<file path="src/rtl/seq_mult_if.sv">
// ============================================================================
// Module   : seq_mult_if
// Purpose  : start/busy/done handshake bundle for seq_mult. Optional sgn
//            member when SEQ_MULT_SIGNED_EN is defined.
// Revision : 1.0 - initial release
// ============================================================================
`default_nettype none

interface seq_mult_if #(
  parameter int WIDTH = 4
);
  logic                   start;
  logic [WIDTH-1:0]       a;
  logic [WIDTH-1:0]       b;
  logic                   busy;
  logic                   done;
  logic [2*WIDTH-1:0]     p;
`ifdef SEQ_MULT_SIGNED_EN
  logic                   sgn;

  modport master (output start, a, b, sgn, input  busy, done, p);
  modport slave  (input  start, a, b, sgn, output busy, done, p);
`else
  modport master (output start, a, b, input  busy, done, p);
  modport slave  (input  start, a, b, output busy, done, p);
`endif
endinterface

`default_nettype wire

</file>
<file path="src/rtl/seq_mult.sv">
// ============================================================================
// Module   : seq_mult
// Purpose  : Iterative shift-add multiplier, one partial product per clock,
//            WIDTH x WIDTH -> 2*WIDTH. SEQ_MULT_SIGNED_EN adds two's
//            complement operands selected by sgn.
// Revision : 1.0 - initial release
// ============================================================================
`default_nettype none

module seq_mult #(
  parameter int WIDTH = 4
) (
  input  logic        clk,
  input  logic        rst,
  seq_mult_if.slave   bus
);

  localparam int PW = 2 * WIDTH;
  localparam int CW = $clog2(WIDTH);
  localparam logic [CW-1:0] LAST_CNT = CW'(WIDTH - 1);

  typedef enum logic [1:0] {
    S_IDLE = 2'd0,
    S_RUN  = 2'd1,
    S_DONE = 2'd2
  } state_t;

  state_t            state_q, state_d;
  logic [CW-1:0]     cnt_q, cnt_d;
  logic [PW-1:0]     mcand_q, mcand_d;
  logic [WIDTH-1:0]  mplier_q, mplier_d;
  logic [PW-1:0]     acc_q, acc_d;
  logic [PW-1:0]     p_q, p_d;

  logic              accept;
  logic [WIDTH-1:0]  mag_a;
  logic [WIDTH-1:0]  mag_b;
  logic [PW-1:0]     addend;
  logic [PW-1:0]     acc_sum;
  logic [PW-1:0]     result;

`ifdef SEQ_MULT_SIGNED_EN
  logic              neg_q, neg_d;
  logic              neg_a;
  logic              neg_b;

  // The magnitude of -2^(WIDTH-1) still fits WIDTH unsigned bits.
  assign neg_a  = bus.sgn & bus.a[WIDTH-1];
  assign neg_b  = bus.sgn & bus.b[WIDTH-1];
  assign mag_a  = neg_a ? (~bus.a + 1'b1) : bus.a;
  assign mag_b  = neg_b ? (~bus.b + 1'b1) : bus.b;
  assign result = neg_q ? (~acc_sum + 1'b1) : acc_sum;
`else
  assign mag_a  = bus.a;
  assign mag_b  = bus.b;
  assign result = acc_sum;
`endif

  assign accept  = bus.start && (state_q != S_RUN);
  assign addend  = mplier_q[0] ? mcand_q : '0;
  assign acc_sum = acc_q + addend;

  always_comb begin
    state_d  = state_q;
    cnt_d    = cnt_q;
    mcand_d  = mcand_q;
    mplier_d = mplier_q;
    acc_d    = acc_q;
    p_d      = p_q;
`ifdef SEQ_MULT_SIGNED_EN
    neg_d    = neg_q;
`endif

    case (state_q)
      S_RUN: begin
        acc_d    = acc_sum;
        mcand_d  = mcand_q << 1;
        mplier_d = mplier_q >> 1;
        cnt_d    = cnt_q + CW'(1);
        if (cnt_q == LAST_CNT) begin
          p_d     = result;
          state_d = S_DONE;
        end
      end
      S_DONE: begin
        state_d = S_IDLE;
      end
      default: begin
        state_d = S_IDLE;
      end
    endcase

    // IDLE and DONE both accept a new operation, so DONE can chain with no bubble.
    if (accept) begin
      mcand_d  = {{WIDTH{1'b0}}, mag_a};
      mplier_d = mag_b;
      acc_d    = '0;
      cnt_d    = '0;
      state_d  = S_RUN;
`ifdef SEQ_MULT_SIGNED_EN
      neg_d    = neg_a ^ neg_b;
`endif
    end
  end

  always_ff @(posedge clk) begin
    if (rst) begin
      state_q  <= S_IDLE;
      cnt_q    <= '0;
      mcand_q  <= '0;
      mplier_q <= '0;
      acc_q    <= '0;
      p_q      <= '0;
`ifdef SEQ_MULT_SIGNED_EN
      neg_q    <= 1'b0;
`endif
    end else begin
      state_q  <= state_d;
      cnt_q    <= cnt_d;
      mcand_q  <= mcand_d;
      mplier_q <= mplier_d;
      acc_q    <= acc_d;
      p_q      <= p_d;
`ifdef SEQ_MULT_SIGNED_EN
      neg_q    <= neg_d;
`endif
    end
  end

  assign bus.busy = (state_q == S_RUN);
  assign bus.done = (state_q == S_DONE);
  assign bus.p    = p_q;

endmodule

`default_nettype wire

</file>
<file path="src/flat_wrapper.sv">
// flat-port wrapper written by rule: the top's interface ports become plain ports
module seq_mult_flat 
#(
  parameter int WIDTH = 4
)
  (clk, rst, bus_start, bus_a, bus_b, bus_busy, bus_done, bus_p);
  seq_mult_if #(.WIDTH(WIDTH)) bus_i ();
  input  logic clk;
  input  logic rst;
  input wire logic [$bits(bus_i.start)-1:0] bus_start;
  input wire logic [$bits(bus_i.a)-1:0] bus_a;
  input wire logic [$bits(bus_i.b)-1:0] bus_b;
  output wire logic [$bits(bus_i.busy)-1:0] bus_busy;
  output wire logic [$bits(bus_i.done)-1:0] bus_done;
  output wire logic [$bits(bus_i.p)-1:0] bus_p;
  assign bus_i.start = bus_start;
  assign bus_i.a = bus_a;
  assign bus_i.b = bus_b;
  assign bus_busy = bus_i.busy;
  assign bus_done = bus_i.done;
  assign bus_p = bus_i.p;
  seq_mult #(.WIDTH(WIDTH)) u_core (.clk(clk), .rst(rst), .bus(bus_i));
endmodule
</file>
<file path="config.mk">
export PLATFORM = sky130hd
export DESIGN_NAME = seq_mult_flat
export DESIGN_NICKNAME = d
export VERILOG_FILES = /design/src/rtl/seq_mult_if.sv /design/src/rtl/seq_mult.sv /design/src/flat_wrapper.sv
export SDC_FILE = /design/constraint.sdc
export NUM_CORES = 1
export LEC_CHECK = 0
export ABC_AREA = 1
export ABC_CLOCK_PERIOD_IN_PS = 2000
export CORE_ASPECT_RATIO = 0.6
export CORE_MARGIN = 8
export CORE_UTILIZATION = 33
export CTS_BUF_LIST = sky130_fd_sc_hd__clkbuf_16
export DETAILED_ROUTE_END_ITERATION = 7
export HOLD_SLACK_MARGIN = 0.1
export PLACE_DENSITY_LB_ADDON = 0.12
export SKIP_LAST_GASP = 1
export SLEW_MARGIN = 20
export SYNTH_ARGS = -nofsm -noshare
export SYNTH_HDL_FRONTEND = slang
export SYNTH_SLANG_ARGS = --single-unit
</file>
<file path="constraint.sdc">
create_clock -name clk -period 2 [get_ports clk]
set_input_delay 0.4 -clock clk [delete_from_list [all_inputs] [get_ports clk]]
set_output_delay 0.4 -clock clk [all_outputs]
set_load 0.1 [all_outputs]
</file>
==> results.ini <==
[place]
place_congestion = 0.831
dp_cells = 329
port_buffers = 20
detailed_place_hpwl_um = 2970
dp_worst_setup_slack_ps = 206

[sta]
fmax_mhz = 553
setup_ws_ps = 191
maxSlewViolCount = 0
min_period_ps = 1810
fin_worst_skew_ps = 5.03
finalHoldViolCount = 0
finalSetupViolCount = 0
rsz0062_at_grt = false
finalCritPeriodShare_pct = 90.5
relSlewSlack_pct = 80.1
worst_pin_slew_ps = 298
tns_ps = 0

[yosys]
syn_area_sq_um = 1670
ys_ff_latch = 32
syn-num-nets = 265
ys_seq_area_share_pct = 38.5
synth_cell_types = 30
synth_top_cell_by_area = dfxtp_1
synthCells = 245
synth_area_per_cell_sq_um = 6.80
synth_top_area_share_pct = 38.5
ys_top_cells_by_area = dfxtp_1 (38%), nand2_1 (21%), inv_1 (7.9%)
ys_warn_count = 0

[cells_and_area]
post-route-util_pct = 41.9
layout-drive-gt1-share_pct = 12.5
instances_no_fill = 337
n_antenna_cell = 0
nets = 290
syn2layout_area_growth_pct = 24.6

[job]
cap_violations = 0

[routing]
drt-initial-drc-count = 41
avgViaCountPerCell = 4.31
wl_per_cell_um = 11.6
dr.pass1.iters = 4
wl_um = 3900
ant_nets = 0
drc = 0
vias = 1452

[power_and_ir_drop]
leakage_uw = 0.00107
worst_ir_drop_vdd_v = 0.000347
cellPowerDensity_nw_per_um2 = 747

[die]
core_sq_um = 4950
die_w_um = 108
die_area_sq_um = 7650
die_y_um = 71.0
num_rows = 20
pin_count = 21
start_util_pct = 33.6

[critical_path]
critPathArrivalTime_ps = 1980
end_kind = flop
crit_fanout = 3
path_class = flop to flop
required_ps = 2170
start_kind = flop

[cts]
cts-buffers-inserted = 5
root_buffer = clkbuf_16
clock_path_buffers = 2
h-tree-depth = 2
cts_tree = built
clock_sinks = 32
hold_buffers = 0
worstSkewPairLatency_ps = 270
postCtsSetupBuffers = 0
ctsResizeCount = 0
clk_pin_slew_ps = 50

[global_routing]
overflow = 0
antenna_found_initial = 0
gr-usage-all-layers_pct = 11.2
grt_pass1_wl_um = 6790
grt_max_degree = 25
grt_pass1_vias = 1408

[outcome]
status = complete, no violations

[min_path]
hp-class = flop to flop

## layout make-up
cell class	instances	area, sq um
Clock buffer	5	125
Clock inverter	3	13.8
Fill cell	536	2880
Inverter	41	159
Multi-Input combinational cell	167	832
Sequential cell	32	641
Tap cell	66	82.6
Timing Repair Buffer	23	223
## per-layer routing
layer / share of wire [%] / wire length (um) / global-route usage [%] / up-vias
met1: 58 / 2260 / 16.3 / 637
li1: - / - / - / 797
met5: 0 / 0 / 0 / -
met2: 37 / 1430 / 14.7 / 16
met4: 0.38 / 15 / 2.75 / 0
met3: 5.0 / 195 / 4.08 / 2
## cell usage in the layout (no fill, tap or decap), drive strengths merged, types with 5 or more instances in the layout
cell           count
a21oi             13
buf               13
clkbuf             5
clkdlybuf4s50     10
dfxtp             32
ha                 8
inv               41
nand2             96
nand3             13
nor2              17
o21ai              5
## power breakdown
group / internal, uW / total, uW / switching (uW)
registers: 658 / 671 / 13.0
logic: 63.2 / 163 / 100
clock network: 451 / 716 / 265
## worst max-delay path, cell delays in order, from the launching register on
cell,delay [ps]
dfxtp_1,360
nand2_1,60
inv_1,50
ha_1,160
inv_1,60
fa_1,400
inv_1,70
nand2_1,50
nand2_1,80
and2_4,150
or2_0,100
nand3_1,70
nand2_1,70
inv_1,30
## final timing paths
kind | startpoint | endpoint | slack, ps | cells after the start
max | u_core.mcand_q[0] | u_core.acc_q[4] | 190 | 13
min | u_core.bus.p[0] | u_core.bus.p[0] | 450 | 2
max reg2reg | u_core.mcand_q[0] | u_core.acc_q[4] | 190 | 13
min reg2reg | u_core.bus.p[0] | u_core.bus.p[0] | 450 | 2
## sequential cells by signal, indices dropped and copies added (netlist names)
name and flops:
u_core.cnt_q 2, u_core.bus.p 8, u_core.mcand_q 8, u_core.mplier_q 4, u_core.state_q 2, u_core.acc_q 8
## logic make-up (layout without fill, tap and decap cells)
family / after synthesis / count (layout) / synth area share, %
and+or+nand+nor: 133 / 133 / 33.5
buffers and inverters: 46 / 72 / 11.7
DFF: 32 / 32 / 38.5
AOI/OAI and AO/OA: 22 / 22 / 7.51
adders and majority gates: 9 / 9 / 7.21
xor gates and xnor gates: 3 / 3 / 1.58
## through the flow
stage | area [sq um] | hold slack (ps) | total power (uW)
global route | 2080 | 470 | 1620
detailed placement | 1940 | 439 | 849
finish | 2080 | 447 | 1550
floorplan | 1670 | 438 | 793
global placement | 1940 | 434 | 849
CTS | 2080 | 452 | 1570
## synthesized netlist by cell type
cell type / n
or2_0: 1
or2_1: 2
o221ai_1: 1
nor2_4: 1
ha_1: 8
nor2_2: 1
fa_1: 1
buf_4: 1
nand2_4: 1
inv_1: 35
a21oi_1: 13
a211oi_1: 1
o21ai_2: 1
buf_8: 1
or2_2: 1
nand2_1: 94
o21ai_0: 1
nand3_1: 13
buf_2: 2
o21ai_1: 3
xor2_1: 3
clkbuf_1: 1
inv_6: 1
o211ai_1: 2
and2_4: 1
inv_2: 5
nand3b_1: 2
nor2_1: 15
nand2_2: 1
dfxtp_1: 32
Power figures use the tool's default switching activity.
